File: config.mk
export PLATFORM = sky130hd
export DESIGN_NAME = vga_timing_gen_flat
export DESIGN_NICKNAME = d
export VERILOG_FILES = /design/src/rtl/vga_timing_gen_if.sv /design/src/rtl/vga_timing_gen.sv /design/src/flat_wrapper.sv
export SDC_FILE = /design/constraint.sdc
export NUM_CORES = 1
export LEC_CHECK = 0
export BUFFER_PORTS_ARGS = -buffer_cell sky130_fd_sc_hd__buf_4
export CAP_MARGIN = 10
export CORE_ASPECT_RATIO = 0.9
export CORE_MARGIN = 1.5
export CORE_UTILIZATION = 55
export DETAILED_ROUTE_END_ITERATION = 7
export GPL_ROUTABILITY_DRIVEN = 1
export PLACE_DENSITY_LB_ADDON = 0.25
export SLEW_MARGIN = 10
export SYNTH_ARGS = -nofsm -noshare
export SYNTH_HDL_FRONTEND = slang
export SYNTH_SLANG_ARGS = --single-unit
File: constraint.sdc
create_clock -name vga_clk -period 4.5 [get_ports vga_clk]
set_input_delay 0.225 -clock vga_clk [delete_from_list [all_inputs] [get_ports vga_clk]]
set_output_delay 0.225 -clock vga_clk [all_outputs]
set_load 0.03 [all_outputs]
File: src/rtl/vga_timing_gen_if.sv
// Raster timing bundle: sync strobes, visible flag, pixel coordinates and frame markers.
// The generator drives it through master; pixel stages observe it through slave.
interface vga_timing_gen_if;
   logic       hs;
   logic       vs;
   logic       blank;
   logic [9:0] DrawX;
   logic [9:0] DrawY;
   logic       frame_start;
   logic [7:0] frame_count;

   modport master (output hs, vs, blank, DrawX, DrawY, frame_start, frame_count);
   modport slave  (input  hs, vs, blank, DrawX, DrawY, frame_start, frame_count);
endinterface

File: src/rtl/vga_timing_gen.sv
// VGA raster timing generator.
// Horizontal and vertical counters with registered sync, blank and frame markers.
module vga_timing_gen #(
   parameter int H_VISIBLE = 640,
   parameter int H_FRONT   = 16,
   parameter int H_SYNC    = 96,
   parameter int H_BACK    = 48,
   parameter int V_VISIBLE = 480,
   parameter int V_FRONT   = 10,
   parameter int V_SYNC    = 2,
   parameter int V_BACK    = 33
) (
   input  logic vga_clk,
   input  logic reset_n,
   vga_timing_gen_if.master vga
);

   localparam logic [9:0] H_LAST   = 10'(H_VISIBLE + H_FRONT + H_SYNC + H_BACK - 1);
   localparam logic [9:0] V_LAST   = 10'(V_VISIBLE + V_FRONT + V_SYNC + V_BACK - 1);
   localparam logic [9:0] H_VIS    = 10'(H_VISIBLE);
   localparam logic [9:0] V_VIS    = 10'(V_VISIBLE);
   localparam logic [9:0] HS_FIRST = 10'(H_VISIBLE + H_FRONT);
   localparam logic [9:0] HS_LAST  = 10'(H_VISIBLE + H_FRONT + H_SYNC - 1);
   localparam logic [9:0] VS_FIRST = 10'(V_VISIBLE + V_FRONT);
   localparam logic [9:0] VS_LAST  = 10'(V_VISIBLE + V_FRONT + V_SYNC - 1);

   logic [9:0] hc;
   logic [9:0] vc;
   logic [9:0] hc_next;
   logic [9:0] vc_next;
   logic       h_wrap;
   logic       v_wrap;
   logic       hs;
   logic       vs;
   logic       blank;
   logic       frame_start;
   logic [7:0] frame_count;

   always_comb begin
      h_wrap  = (hc == H_LAST);
      v_wrap  = (vc == V_LAST);
      hc_next = h_wrap ? 10'd0 : hc + 10'd1;
      vc_next = vc;
      if (h_wrap) begin
         vc_next = v_wrap ? 10'd0 : vc + 10'd1;
      end
   end

   // Strobes are decoded from the next-state counters so they line up with DrawX/DrawY.
   always_ff @(posedge vga_clk or negedge reset_n) begin
      if (!reset_n) begin
         hc          <= 10'd0;
         vc          <= 10'd0;
         hs          <= 1'b1;
         vs          <= 1'b1;
         blank       <= 1'b1;
         frame_start <= 1'b0;
         frame_count <= 8'd0;
      end else begin
         hc          <= hc_next;
         vc          <= vc_next;
         hs          <= !((hc_next >= HS_FIRST) && (hc_next <= HS_LAST));
         vs          <= !((vc_next >= VS_FIRST) && (vc_next <= VS_LAST));
         blank       <= (hc_next < H_VIS) && (vc_next < V_VIS);
         frame_start <= h_wrap && v_wrap;
         if (h_wrap && v_wrap) begin
            frame_count <= frame_count + 8'd1;
         end
      end
   end

   assign vga.DrawX       = hc;
   assign vga.DrawY       = vc;
   assign vga.hs          = hs;
   assign vga.vs          = vs;
   assign vga.blank       = blank;
   assign vga.frame_start = frame_start;
   assign vga.frame_count = frame_count;

endmodule

File: src/flat_wrapper.sv
// flat-port wrapper written by rule: the top's interface ports become plain ports
module vga_timing_gen_flat 
#(
   parameter int H_VISIBLE = 640,
   parameter int H_FRONT   = 16,
   parameter int H_SYNC    = 96,
   parameter int H_BACK    = 48,
   parameter int V_VISIBLE = 480,
   parameter int V_FRONT   = 10,
   parameter int V_SYNC    = 2,
   parameter int V_BACK    = 33
)
  (vga_clk, reset_n, vga_hs, vga_vs, vga_blank, vga_DrawX, vga_DrawY, vga_frame_start, vga_frame_count);
  vga_timing_gen_if vga_i ();
  input  logic vga_clk;
  input  logic reset_n;
  output wire logic [$bits(vga_i.hs)-1:0] vga_hs;
  output wire logic [$bits(vga_i.vs)-1:0] vga_vs;
  output wire logic [$bits(vga_i.blank)-1:0] vga_blank;
  output wire logic [$bits(vga_i.DrawX)-1:0] vga_DrawX;
  output wire logic [$bits(vga_i.DrawY)-1:0] vga_DrawY;
  output wire logic [$bits(vga_i.frame_start)-1:0] vga_frame_start;
  output wire logic [$bits(vga_i.frame_count)-1:0] vga_frame_count;
  assign vga_hs = vga_i.hs;
  assign vga_vs = vga_i.vs;
  assign vga_blank = vga_i.blank;
  assign vga_DrawX = vga_i.DrawX;
  assign vga_DrawY = vga_i.DrawY;
  assign vga_frame_start = vga_i.frame_start;
  assign vga_frame_count = vga_i.frame_count;
  vga_timing_gen #(.H_VISIBLE(H_VISIBLE), .H_FRONT(H_FRONT), .H_SYNC(H_SYNC), .H_BACK(H_BACK), .V_VISIBLE(V_VISIBLE), .V_FRONT(V_FRONT), .V_SYNC(V_SYNC), .V_BACK(V_BACK)) u_core (.vga_clk(vga_clk), .reset_n(reset_n), .vga(vga_i));
endmodule
[Word-level counts from Yosys, hierarchy flattened]
Index checks and enable logic that the tools add are counted.
Operators by class
  add/subtract/negate cells: 3
  multipliers: 0
  div/mod/pow operators: 0
  $lt $le $gt $ge: 6
  eq/ne operators: 2
  shift-type cells: 0
  multiplexer cells: 3
  bitwise logic cells: 0
  reduce and logical (&&, ||, !) cells: 6
Operator list (number)
  10-bit 2-to-1 mux: 3
  10-bit by 1-bit adder with 10-bit output, second input constant: 2
  10-bit equality test, second input constant: 2
  10-bit >= comparator, second input constant: 1
  10-bit by 9-bit >= comparator with 1-bit output, second input constant: 1
  10-bit <= comparator, second input constant: 1
  10-bit by 9-bit <= comparator with 1-bit output, second input constant: 1
  10-bit less-than comparator, second input constant: 1
  10-bit by 9-bit less-than comparator with 1-bit output, second input constant: 1
  8-bit by 1-bit adder with 8-bit output, second input constant: 1
  1-bit logical AND: 4
  1-bit logical NOT: 2
Word-level totals
  register bits after elaboration: 32
  latch bits: 0
  bits in writable memories: 0
  bits in read-only memories: 0
  input bits: 2
  output and inout bits: 32
  logic and storage cells: 27
  memories: 0

[Logic depth before layout (Yosys ltp)]
  word-level depth: 6
  depth in mapped cells: 8
  gate-level depth less buffers: 7

[Least setup slack after synthesis]
OpenSTA, ideal clock, no wires.
  kind: register to register
  from: reg u_core.hc[0] (netlist: u_core.vga.DrawX[0])
  to: reg u_core.vs (netlist: u_core.vga.vs)
  library setup time: 0.067 ns
  arrival time: 2.379 ns
  required time: 4.433 ns
  path slack: 2.054 ns
  stages on the path, launching flop included: 8
  buffers on the path: 1
  clock period less this slack: 2.446 ns
  cells stage by stage: dfrtp_1 > ha_1 > nand4_2 > or4_1 > buf_2 > or4_4 > a21oi_2 > nand4b_1
On the way
  cells in the longest elaborated chain, start to end: 5
  elaborated cells between the ends (all ways): 6
  those cells by class: order compare: 2; eq/ne: 1; mux: 1; reduce/logical: 2
Ends and longest elaborated chain
  from (decl): RTL line vga_timing_gen.sv:27  | logic [9:0] hc;
  from (signal assigned): RTL line vga_timing_gen.sv:60  | hc <= hc_next;
  10-bit equality test *: RTL line vga_timing_gen.sv:40  | h_wrap = (hc == H_LAST);
  10-bit 2-to-1 mux *: RTL line vga_timing_gen.sv:44  | if (h_wrap) begin
  named net u_core.vc_next[9]: RTL line vga_timing_gen.sv:30  | logic [9:0] vc_next;
  10-bit by 9-bit >= comparator with 1-bit output / 10-bit by 9-bit <= comparator with 1-bit output (equally long branches): RTL line vga_timing_gen.sv:63  | vs <= !((vc_next >= VS_FIRST) && (vc_next <= VS_LAST));
  1-bit logical AND *: RTL line vga_timing_gen.sv:63
  1-bit logical NOT *: RTL line vga_timing_gen.sv:63
  to (signal assigned): RTL line vga_timing_gen.sv:63
  to (decl): RTL line vga_timing_gen.sv:34  | logic vs;
The timed path passes the listed nets; every way through them passes the cells marked *.
A chain may end at the register's enable or synchronous reset.

[Final worst setup path]
Same ends and word-level chain as after synthesis.

==> summary.txt <==
Run status
  • Status: completed

Cells and area
  • # diodes: 0
  • Post-Layout Cell Count: 240
  • Layout cell share with drive strength beyond 1: 25.5%
  • Cell area after layout: 0.00202 sq mm
  • Nets@finish: 206
  • Layout area overhead: 20.5%

Global routing
  • Pin count of the biggest net entering global routing: 33
  • Total track usage: 22.8%
  • Initial antenna violation count: 0
  • First-pass GRT wire length: 5.80 mm
  • Grt total ovfl: 0
  • Vias in the first global route: 1255

Critical path
  • Reg-to-reg endpoint: u_core.vga.vs
  • Reg2Reg Depth: 6
  • CP max-delay cell: or4_1
  • Worst r2r src: u_core.vga.DrawX[0]
  • CP arrival: 2.80 ns
  • Crit path capture type: register
  • Worst path bufs/invs: 0
  • CP top delay family: simple AND/OR/NAND/NOR gates
  • Crit path largest cell delay: 0.70 ns
  • Critical Path Fanout Max: 9
  • Critical Path Source Type: register
  • Crit-path cells: ha_1, nand4_2, or4_1, or4_4, a21oi_2, nand4b_1
  • CP required: 4.77 ns
  • Worst R2R Setup Slack: 1.96 ns
  • WS Path Type: reg2reg

Floorplan
  • Starting Density: 59.6%
  • Die Span Y: 55.4 um
  • Row count: 18
  • Io pins: 34
  • Die footprint: 0.00339 sq mm
  • Core ar.: 0.00282 sq mm
  • Die X-Extent: 61.2 um

CTS
  • Clock-pin slew on the worst setup and hold paths: 0.10 ns
  • CTS tree: built
  • Sink Count: 32
  • H-tree levels: 2
  • TritonCTS Buffers: 5
  • Clk buf depth: 2
  • Clk Latency, worst-skew pair: 0.32 ns
  • Total setup buffers inserted after CTS: 0
  • Root Buffer: clkbuf_4

Route
  • DRC Markers: 0
  • Via count: 1342
  • Antenna viol nets, final: 0
  • DRT Pass-1 Iters: 4
  • Drt initial violations: 71
  • Mean routed wirelength per cell: 14.4 um
  • Post-DR vias/cell: 5.59
  • Total routed wirelength: 3.45 mm

Logic synthesis
  • Post-synth EDFFs: 0
  • Most common cell in the netlist: dfrtp_1
  • Largest family of logic cells by synthesized area: simple AND/OR/NAND/NOR gates
  • Synth Register Bits: 32
  • Synthesized instance count: 166
  • Synth Area in Compound Gates: 8.27%
  • Netlist cell types: 41
  • Synth Flop Type: dfrtp_1
  • Top cell type's share of synthesized area: 43.2%
  • Post-Synth Simple-Gate Area: 23.0%
  • Commonest cells post-synth: dfrtp_1 (29), nand3_1 (13), xnor2_1 (13), nand2_1 (10), nor2_1 (10)
  • Mapped Nets: 173
  • Synth Area per Inst: 10.1 sq um
  • Synth Area in Adders: 3.73%
  • Sequential-to-total area share from yosys stat: 47.9%
  • Area contributors post-synth: dfrtp_1 (43%), xnor2_1 (6.8%), dfstp_2 (4.7%), nand3_1 (3.9%), ha_1 (3.7%)
  • Yosys Warn Count: 0
  • Synth Area in XOR/XNOR: 9.91%
  • FFs w/ async S/R, synth: 100%
  • Yosys top cell by area: dfrtp_1
  • Mux contribution to synthesized area: 3.20%
  • Cell Area, Synth: 0.00168 sq mm

Placement
  • Port bufs: 33
  • Placed instance count: 231
  • DP Area: 0.00194 sq mm
  • Dpl ws: 1.98 ns
  • GPL Wtd Cong: 0.913
  • Final HPWL DP: 2.54 mm

Timing
  • Final hold violation count: 0
  • Tmin final: 2.54 ns
  • RSZ-0062 raised after global routing: no
  • Setup violations, final: 0
  • Slew HR: 34.0%
  • Setup TNS: 0 ns
  • Least-Margin Pin Slew: 0.983 ns
  • Max Freq: 0.394 GHz
  • Final period utilization: 56.4%
  • Worst Clk Skew: 0.00805 ns
  • Final Max Slew Viols: 0
  • Final WS setup: 1.96 ns

Run
  • # Max-Cap Violations: 0

Power
  • Peak VDD IR: 0.232 mV
  • Overall Power: 0.000503 W
  • Power Density: 249 mW/mm^2
  • Lkg Pwr: 0.924 nW

Min path
  • HP Class: in2async
==> through the flow <==
| stage | hold WS (ns) | util (%) |
|---|---|---|
| 6_report | 0.362 | 71.9 |
| 5_1_grt | 0.387 | 71.9 |
| 4_1_cts | 0.369 | 71.9 |
| 3_5_place_dp | 0.184 | 68.8 |
| 3_3_place_gp | 0.176 | 68.8 |
| 2_1_floorplan | -0.0706 | - |
==> report_power, final <==
| group | internal [W] | switching (W) |
|---|---|---|
| clock network | 0.000116 | 0.0000930 |
| registers | 0.000287 | 0 |
| logic | 0.00000115 | 0.00000519 |
| total | 0.000405 | 0.0000982 |
==> final cells by class <==
class,instances,area (sq um)
clock buffers,6,41.3
clock inverters,2,35.0
fillers,217,792
inverters,7,26.3
multi-input cells,119,808
flip-flops and latches,32,805
well taps,40,50.0
repair buffers,34,258
==> per-layer routing <==
| layer | global-route usage, % | wire length, um | up-vias |
|---|---|---|---|
| met5 | 0 | 0 | - |
| met4 | 7.45 | 82 | 0 |
| met3 | 8.20 | 161 | 9 |
| met2 | 33.7 | 1640 | 34 |
| met1 | 31.0 | 1570 | 637 |
| li1 | - | - | 662 |
==> cell families after synthesis <==
logic type | after synthesis
simple gates | 70
flops | 32
compound gates | 20
xor+xnor | 19
buf+inv | 15
mux | 5
fa+ha+maj | 5
==> timing repair <==
| action | CTS | global route |
|---|---|---|
| resized for setup | 0 | 0 |
| hold buffers | 1 | 0 |
| endpoints found under the hold margin | 29 | 0 |
==> sequential cells by signal, summed over array words and instances (netlist names) <==
| register | flops |
|---|---|
| u_core.vga.DrawX | 10 |
| u_core.vga.DrawY | 10 |
| u_core.vga.frame_count | 8 |
| u_core.vga.blank | 1 |
| u_core.vga.frame_start | 1 |
| u_core.vga.hs | 1 |
| u_core.vga.vs | 1 |
==> how the worst max path moves through the flow <==
stage | startpoint | to | slack, ns | cells past startpoint
6_report | u_core.vga.DrawX[0] | u_core.vga.vs | 1.96 | 6
5_1_grt | u_core.vga.DrawY[1] | u_core.vga.frame_count[5] | 1.67 | 7
4_1_cts | u_core.vga.DrawX[0] | u_core.vga.vs | 1.97 | 6
3_5_place_dp | u_core.vga.DrawX[0] | u_core.vga.vs | 1.98 | 6
3_3_place_gp | u_core.vga.DrawX[0] | u_core.vga.vs | 2.03 | 6
2_1_floorplan | u_core.vga.DrawX[0] | u_core.vga.vs | 2.05 | 7
==> cells in the final DEF, fill, tap and decap left out, types with 2 or more instances in the layout <==
master     instances
nand2_1           10
clkbuf_4           5
ha_1               5
mux2_2             3
xnor2_1           13
mux2i_1            2
or2_2              2
nand3b_1           2
o2111ai_1          2
dfrtp_1           29
dfstp_2            3
nor2_1            10
and3_1             2
nor4_1             5
buf_4             33
o31ai_1            3
o21ai_0            6
a21oi_1            2
nand4_1            6
xor2_1             6
nor3_1             6
nand3_1           13
and2_1             3
inv_1              7
or3_1              4
(Power assumes the default switching activity.)
